**config.mk**
```make
export PLATFORM = sky130hd
export DESIGN_NAME = toggle_edge_tracker
export DESIGN_NICKNAME = d
export VERILOG_FILES = /design/src/rtl/toggle_edge_tracker.sv
export SDC_FILE = /design/constraint.sdc
export NUM_CORES = 1
export LEC_CHECK = 0
export CORE_UTILIZATION = 45
export CTS_BUF_LIST = sky130_fd_sc_hd__clkbuf_4 sky130_fd_sc_hd__clkbuf_8
export DETAILED_ROUTE_END_ITERATION = 8
export GPL_ROUTABILITY_DRIVEN = 0
export HOLD_SLACK_MARGIN = 0.15
export PLACE_DENSITY = 0.66
export SYNTH_ARGS = -nofsm -noshare
export SYNTH_HDL_FRONTEND = slang
export SYNTH_SLANG_ARGS = --single-unit
```
**constraint.sdc**
```tcl
create_clock -name clock -period 6.2 [get_ports clock]
set_input_delay 1.24 -clock clock [delete_from_list [all_inputs] [get_ports clock]]
set_output_delay 1.24 -clock clock [all_outputs]
set_load 0.01 [all_outputs]
```
**src/rtl/toggle_edge_tracker.sv**
```systemverilog
// Per-bit toggle tracker: pulses valid[i] once bit i has both risen and fallen.
// Optional build macro TOGGLE_STICKY_EN: each bit reports only its first toggle.
module toggle_edge_tracker #(
   parameter  int WIDTH = 7,
   localparam int CNT_W = $clog2(WIDTH + 1)
) (
   input  logic             clock,
   input  logic             reset,
   input  logic [WIDTH-1:0] sig,
   input  logic             en,
   input  logic             clear,
   output logic [WIDTH-1:0] valid,
   output logic [CNT_W-1:0] covered_cnt,
   output logic             all_covered,
   output logic             dbg_state
);

   // valid has no ready: each bit is a fire-and-forget one-cycle pulse that the
   // downstream module must take in the cycle it is high.
   typedef enum logic [0:0] {
      INIT  = 1'b0,
      ARMED = 1'b1
   } state_t;

   state_t           state;
   logic [WIDTH-1:0] prev;
   logic [WIDTH-1:0] rise_seen;
   logic [WIDTH-1:0] fall_seen;
   logic [WIDTH-1:0] reported;

   logic [WIDTH-1:0] rise;
   logic [WIDTH-1:0] fall;
   logic [WIDTH-1:0] r_acc;
   logic [WIDTH-1:0] f_acc;
   logic [WIDTH-1:0] done;
   logic [WIDTH-1:0] pulse;
   logic [WIDTH-1:0] keep_mask;
   logic [WIDTH-1:0] first_hit;
   logic [CNT_W-1:0] cnt_next;

   function automatic logic [CNT_W-1:0] popcount(input logic [WIDTH-1:0] v);
      logic [CNT_W-1:0] n;
      n = '0;
      for (int i = 0; i < WIDTH; i++) begin
         n = n + CNT_W'(v[i]);
      end
      return n;
   endfunction

   always_comb begin
      rise      = ~prev & sig;
      fall      = prev & ~sig;
      r_acc     = rise_seen | rise;
      f_acc     = fall_seen | fall;
      done      = r_acc & f_acc;
      first_hit = done & ~reported;
`ifdef TOGGLE_STICKY_EN
      // Bits that already reported stay silent and keep no partial history.
      pulse     = first_hit;
      keep_mask = ~done & ~reported;
`else
      pulse     = done;
      keep_mask = ~done;
`endif
      cnt_next  = covered_cnt + popcount(first_hit);
   end

   always_ff @(posedge clock) begin
      if (reset || clear) begin
         state       <= INIT;
         prev        <= '0;
         rise_seen   <= '0;
         fall_seen   <= '0;
         reported    <= '0;
         valid       <= '0;
         covered_cnt <= '0;
         all_covered <= 1'b0;
      end else begin
         valid <= '0;
         if (en) begin
            case (state)
               INIT: begin
                  prev  <= sig;
                  state <= ARMED;
               end
               ARMED: begin
                  valid       <= pulse;
                  rise_seen   <= r_acc & keep_mask;
                  fall_seen   <= f_acc & keep_mask;
                  reported    <= reported | done;
                  covered_cnt <= cnt_next;
                  all_covered <= (cnt_next == CNT_W'(WIDTH));
                  prev        <= sig;
               end
               default: state <= INIT;
            endcase
         end
      end
   end

   assign dbg_state = state;

endmodule

```
==> flow_metrics.py, run 1 <==
metrics = {
    "synth": {
        "yosysWarnings": 0,
        "yosys_register_bits": 40,
        "synthDistinctLibCells": 33,
        "synth_area_mm2": 0.002039,
        "postSynthCellCount": 216,
        "syn-num-nets": 234,
        "ys_seq_area_share_pct": 39.26,
        "avgSynthCellArea_um2": 9.442,
    },
    "finish": {
        "areaGrowthSynthToFinish_pct": 15.46,
        "final_core_util_pct": 54.08,
        "final_common_cell": "dfxtp_1",
        "fillers": 409,
        "multi_input_area_mm2": 0.001085,
        "design_area_mm2": 0.002355,
        "finalNonFillerCells": 290,
        "num_antenna_cells": 0,
        "regArea_um2": 800.8,
        "final_nets": 255,
        "drive_above_1_share_pct": 13.45,
        "layout_common_cells": "dfxtp_1 (40), nor2_1 (23), clkdlybuf4s50_1 (22), inv_1 (21), nand2_1 (19)",
    },
    "worst_setup_path": {
        "crit_path_frequent_cell": "fa_1",
        "path_cells": "clkdlybuf4s50_1 -> nor2b_1 -> nand2_1 -> nand2_1 -> nand2b_1 -> fa_1 -> fa_1 -> inv_1 -> fa_1 -> ha_1 -> inv_1 -> fa_1 -> xnor2_1 -> xnor2_1 -> nand4b_1 -> a21oi_1",
        "critPathLaunch": "sig[2]",
        "crit_slowest_cell": "fa_1",
        "crit_fanout": 5,
        "cpLargestDelayFamily": "adder cells",
        "crit_required_ns": 6.42,
        "cp_num_cells": 16,
        "rr_worst_depth": 15,
        "start_kind": "primary input",
        "r2r-start": "prev[2]$_SDFFE_PP0P_",
        "critical_path_arrival_ns": 5.05,
        "cp.buffers_inverters": 3,
        "crit_path_end_kind": "flip-flop",
        "path_class": "primary input to flip-flop",
        "slowest_delay_ns": 0.54,
    },
    "global_route": {
        "gr-usage-all-layers_pct": 16.51,
        "antenna_found_initial": 0,
        "busiest_layer": "met2",
        "grt_pass1_vias": 1360,
        "grt_util_met1_pct": 22.74,
        "grt_use_met2_pct": 24.06,
        "grt_overflow": 0,
        "grt_max_degree": 27,
        "grt_pass1_wl_um": 6237,
        "grtUsageMet3_pct": 4.942,
    },
    "clock_network": {
        "cts.sinks": 40,
        "post_cts_buffers": 0,
        "numCtsBuffers": 5,
        "h-tree-depth": 2,
        "cts.clk_slew.worst_paths_ns": 0.08,
        "clk_latency_ns": 0.29,
        "cts_tree": "done",
        "cts.path.max_buffers": 2,
        "cts-root-buf": "clkbuf_8",
        "cts-resized-gates": 0,
        "ctsHoldBuffers": 0,
    },
    "timing": {
        "final_hold_viol_count": 0,
        "setup_violations": 0,
        "setup_tns_ns": 0,
        "max_clock_freq_mhz": 207.2,
        "period_needed_ns": 4.827,
        "setup_slack_ns": 1.373,
        "report.final.slew_viol_count": 0,
        "period_share_pct": 77.85,
        "relSlewSlack_pct": 55.57,
        "rsz0062_at_grt": "false",
        "tightestPinTransition_ns": 0.6643,
        "skew_ns": 0.008692,
        "whs_ns": 0.4776,
    },
    "placement": {
        "dpl_cell_area_mm2": 0.002257,
        "dp_cells": 282,
        "dpl.hpwl_um": 2419,
        "portBuffers": 22,
        "pre_cts_ws_ns": 1.050,
    },
    "floorplanning": {
        "core_area_mm2": 0.004354,
        "die_area_mm2": 0.004805,
        "rows": 24,
        "start_util_pct": 46.84,
        "die_h_um": 69.32,
        "io_pins": 23,
        "die_x_um": 69.32,
    },
    "power": {
        "total_power_mw": 0.4786,
        "p_int_mw": 0.3719,
        "switchingPower_mw": 0.1067,
        "switching_share_pct": 22.30,
        "seqPwrFrac_pct": 54.7,
        "p_per_area_mw_per_mm2": 203.3,
        "p_clk_share_pct": 37.7,
        "p_leak_nw": 0.9442,
        "ir_drop_mv": 0.1213,
        "comb_power_share_pct": 7.6,
    },
    "worst_hold_path": {
        "holdPathStages": 1,
        "hp-start": "reported[0]$_SDFFE_PP0P_",
        "hold_class": "flip-flop to flip-flop",
    },
    "drt": {
        "dr.pass1.iters": 6,
        "drtIter0Drc": 50,
        "vias_per_cell": 5.076,
        "routed_wl_um": 3514,
        "dr_total_vias": 1472,
        "postRouteAntennaNets": 0,
        "wl_per_cell_um": 12.12,
        "route.detailed.drc": 1,
    },
    "outcome": {
        "violations": "design-rule violations",
        "outcome": "finished, violations left",
    },
    "job": {
        "maxCapViolations": 0,
    },
}
-- layout make-up --
cell class / count / area share (%)
repair buffers: 23 / 9.671
clock buffers: 7 / 3.826
multi-input cells: 146 / 46.07
clock inverters: 1 / 0.3188
inverters: 21 / 3.348
flip-flops and latches: 40 / 34.01
well taps: 52 / 2.763
-- worst paths after layout --
check        slack (ns)                       end
min reg2reg        0.48  reported[0]$_SDFFE_PP0P_
max                1.37  all_covered$_SDFFE_PP0P_
max reg2reg        2.47  all_covered$_SDFFE_PP0P_
min                0.48  reported[0]$_SDFFE_PP0P_
-- flip-flops by register name, indices dropped and copies added, names as in the netlist --
signal,flops
fall_seen,7
prev,7
reported,7
rise_seen,7
valid,7
covered_cnt,3
all_covered,1
dbg_state,1
-- cells by family (layout without fill, tap and decap cells) --
group | Yosys count | after routing | synth area share (%)
compound gates | 54 | 54 | 23.31
xor+xnor | 3 | 3 | 1.289
fa+ha+maj | 7 | 7 | 5.767
buf+inv | 30 | 52 | 7.546
flops | 40 | 40 | 39.26
mux | 7 | 7 | 3.436
simple gates | 75 | 75 | 19.39
-- Yosys cell counts --
| library cell | n | area [um2] |
|---|---|---|
| nand3_1 | 1 | 5.000 |
| buf_4 | 2 | 15.01 |
| nor2_2 | 2 | 12.51 |
| a2bb2oi_1 | 10 | 87.58 |
| a21oi_1 | 8 | 40.04 |
| nor2_4 | 1 | 11.26 |
| ha_1 | 3 | 37.54 |
| o21ai_0 | 12 | 60.06 |
| buf_6 | 2 | 22.52 |
| or2_0 | 1 | 6.260 |
| and2_4 | 1 | 8.760 |
| and2b_2 | 6 | 52.55 |
| nor2_1 | 23 | 86.33 |
| a22o_1 | 7 | 61.31 |
| nand2_1 | 19 | 71.32 |
| buf_2 | 2 | 10.01 |
| buf_12 | 1 | 20.02 |
| buf_1 | 2 | 7.510 |
| a2bb2oi_4 | 1 | 26.28 |
| nand2_4 | 1 | 11.26 |
| nand4b_1 | 1 | 8.760 |
| fa_1 | 4 | 80.08 |
| nand2b_1 | 4 | 25.02 |
| and2b_1 | 2 | 15.01 |
| xnor2_1 | 3 | 26.28 |
| a211oi_1 | 4 | 30.03 |
| mux2i_1 | 7 | 70.07 |
| a2bb2oi_2 | 11 | 165.2 |
| o21ai_1 | 1 | 5.000 |
| dfxtp_1 | 40 | 800.8 |
| and2_1 | 7 | 43.79 |
| nor2b_1 | 6 | 37.54 |
| inv_1 | 21 | 78.83 |
-- routing by layer --
layer  part of all wire, %  vias to the layer above
met5                     0                        -
met4                   1.6                        0
met3                   2.8                        4
met2                    43                       22
met1                    52                      680
li1                      -                      766
-- power by group through the flow --
stage               sequential [mW]  clock [mW]  combinational [mW]
global route                  0.262       0.202              0.0402
CTS                           0.262       0.188              0.0368
detailed placement            0.268           0              0.0368
finish                        0.262       0.181              0.0364
floorplan                     0.267           0              0.0257
global placement              0.268           0              0.0364
Power figures use the tool's default switching activity.
==> inputs of run 2 (changes only) <==
--- a/config.mk
+++ b/config.mk
@@ -10,7 +10,7 @@
 export DETAILED_ROUTE_END_ITERATION = 8
 export GPL_ROUTABILITY_DRIVEN = 0
 export HOLD_SLACK_MARGIN = 0.15
-export PLACE_DENSITY = 0.66
+export PLACE_DENSITY = 0.69
 export SYNTH_ARGS = -nofsm -noshare
 export SYNTH_HDL_FRONTEND = slang
 export SYNTH_SLANG_ARGS = --single-unit
==> constraint.sdc (replaced) <==
create_clock -name clock -period 3.9 [get_ports clock]
set_input_delay 0.78 -clock clock [delete_from_list [all_inputs] [get_ports clock]]
set_output_delay 0.78 -clock clock [all_outputs]
set_load 0.01 [all_outputs]
==> run 2 against run 1 <==
The run now ends clean. Sequential cell count unchanged. Count of clock-buffer cells in the layout decreased by 1. Global-route usage increased by 1.2 points. Largest power group unchanged. Highest routed layer unchanged.
==> flow_metrics.py, run 2 (synthesis gave the netlist of run 1 again) <==
metrics = {
    "outcome": {
        "outcome": "finished, final reports clean",
    },
    "power": {
        "p_leak_nw": 1.072,
        "switching_share_pct": 22.53,
        "seqPwrFrac_pct": 56.0,
        "total_power_mw": 0.7443,
        "p_clk_share_pct": 35.0,
        "ir_drop_mv": 0.1450,
        "switchingPower_mw": 0.1677,
        "p_per_area_mw_per_mm2": 294.6,
        "comb_power_share_pct": 9.1,
        "p_int_mw": 0.5766,
    },
    "drt": {
        "routed_wl_um": 3854,
        "route.detailed.drc": 0,
        "vias_per_cell": 5.074,
        "drtIter0Drc": 47,
        "dr_total_vias": 1578,
        "postRouteAntennaNets": 0,
        "dr.pass1.iters": 4,
        "wl_per_cell_um": 12.39,
    },
    "floorplanning": {
        "start_util_pct": 46.84,
        "core_area_mm2": 0.004354,
        "die_h_um": 69.32,
        "io_pins": 23,
        "die_area_mm2": 0.004805,
        "rows": 24,
        "die_x_um": 69.32,
    },
    "placement": {
        "portBuffers": 22,
        "dpl_cell_area_mm2": 0.002372,
        "dp_cells": 295,
        "dpl.hpwl_um": 2641,
    },
    "timing": {
        "setup_violations": 0,
        "report.final.slew_viol_count": 0,
        "relSlewSlack_pct": 57.94,
        "whs_ns": 0.4780,
        "period_needed_ns": 3.757,
        "max_clock_freq_mhz": 266.2,
        "skew_ns": 0.01064,
        "setup_tns_ns": 0,
        "period_share_pct": 96.32,
        "rsz0062_at_grt": "false",
        "final_hold_viol_count": 0,
        "tightestPinTransition_ns": 0.6290,
    },
    "global_route": {
        "grt_max_degree": 27,
        "antenna_found_initial": 0,
        "grt_pass1_wl_um": 6734,
        "gr-usage-all-layers_pct": 17.69,
        "grt_overflow": 0,
        "grt_pass1_vias": 1513,
    },
    "clock_network": {
        "cts.path.max_buffers": 2,
        "ctsHoldBuffers": 0,
        "numCtsBuffers": 5,
        "cts.clk_slew.worst_paths_ns": 0.08,
        "h-tree-depth": 2,
        "clk_latency_ns": 0.29,
        "cts_tree": "done",
        "cts-root-buf": "clkbuf_8",
        "cts.sinks": 40,
    },
    "finish": {
        "final_common_cell": "dfxtp_1",
        "design_area_mm2": 0.002526,
        "finalNonFillerCells": 311,
        "final_nets": 277,
        "drive_above_1_share_pct": 23.94,
        "layout_common_cells": "dfxtp_1 (40), nor2_1 (23), buf_4 (23), inv_1 (21), clkdlybuf4s50_1 (20)",
        "num_antenna_cells": 0,
        "areaGrowthSynthToFinish_pct": 23.86,
    },
    "worst_setup_path": {
        "crit_path_end_kind": "flip-flop",
        "path_cells": "clkbuf_2 -> nor2b_4 -> nand2_1 -> nand2_2 -> nand2b_1 -> fa_1 -> fa_1 -> inv_1 -> fa_1 -> ha_1 -> inv_1 -> fa_2 -> xnor2_2 -> xnor2_1 -> nand4b_1 -> a21oi_1",
        "critical_path_arrival_ns": 3.98,
        "crit_path_frequent_cell": "fa_1",
        "crit_slowest_cell": "fa_1",
        "cpLargestDelayFamily": "adder cells",
        "path_class": "primary input to flip-flop",
        "slowest_delay_ns": 0.52,
        "crit_fanout": 3,
        "crit_required_ns": 4.12,
        "cp.buffers_inverters": 3,
        "start_kind": "primary input",
    },
    "job": {
        "maxCapViolations": 0,
    },
    "worst_hold_path": {
        "hold_class": "flip-flop to flip-flop",
    },
}
## run 2: final cells by class
| type | instances | area, um2 |
|---|---|---|
| Timing Repair Buffer | 45 | 382.9 |
| Fill cell | 389 | 1828 |
| Clock inverter | 1 | 5.005 |
| Inverter | 21 | 78.83 |
| Clock buffer | 6 | 76.32 |
| Multi-Input combinational cell | 146 | 1117 |
| Tap cell | 52 | 65.06 |
| Sequential cell | 40 | 800.8 |
## run 2: timing repair
action	4_1_cts	5_1_grt
gates resized for setup	6	6
buffers inserted	8	1
gates cloned	0	0
setup endpoints to repair	3	2
pin swaps	9	8
## run 2: power by group through the flow
stage	Sequential, mW	Combinational, mW	Clock (mW)
after CTS	0.416	0.0681	0.270
final	0.417	0.0674	0.260
after global placement	0.426	0.0652	0
after global routing	0.417	0.0737	0.288
after detailed placement	0.426	0.0661	0
after floorplan	0.425	0.0418	0
## run 2: layer usage
layer | share of wire, % | track usage [%]
met2 | 48 | 30.96
met4 | 1.6 | 6.122
met1 | 48 | 20.98
met3 | 2.5 | 4.360
met5 | 0 | 0
## run 2: final timing paths
kind                                                from                  endpoint  slack (ns)  cells past startpoint
worst max-delay path                              sig[2]  all_covered$_SDFFE_PP0P_        0.14                     16
worst min-delay path            reported[0]$_SDFFE_PP0P_  reported[0]$_SDFFE_PP0P_        0.48                      1
worst max register to register      prev[2]$_SDFFE_PP0P_  all_covered$_SDFFE_PP0P_        0.31                     15
worst min register to register  reported[0]$_SDFFE_PP0P_  reported[0]$_SDFFE_PP0P_        0.48                      1
## run 2: metrics by stage
step	setup slack, ns	util (%)
final	0.1435	58.02
after floorplan	0.02622	-
after detailed placement	-0.7010	54.48
after global placement	-0.6040	54.48
after CTS	0.02562	57.93
after global routing	0.01410	58.02
==> inputs of run 3 (changes only) <==
--- a/config.mk
+++ b/config.mk
@@ -14,3 +14,4 @@
 export SYNTH_ARGS = -nofsm -noshare
 export SYNTH_HDL_FRONTEND = slang
 export SYNTH_SLANG_ARGS = --single-unit
+export TNS_END_PERCENT = 20
==> results of run 3 <==
No change in the layout: final DEF, timing and power equal those of run 2.
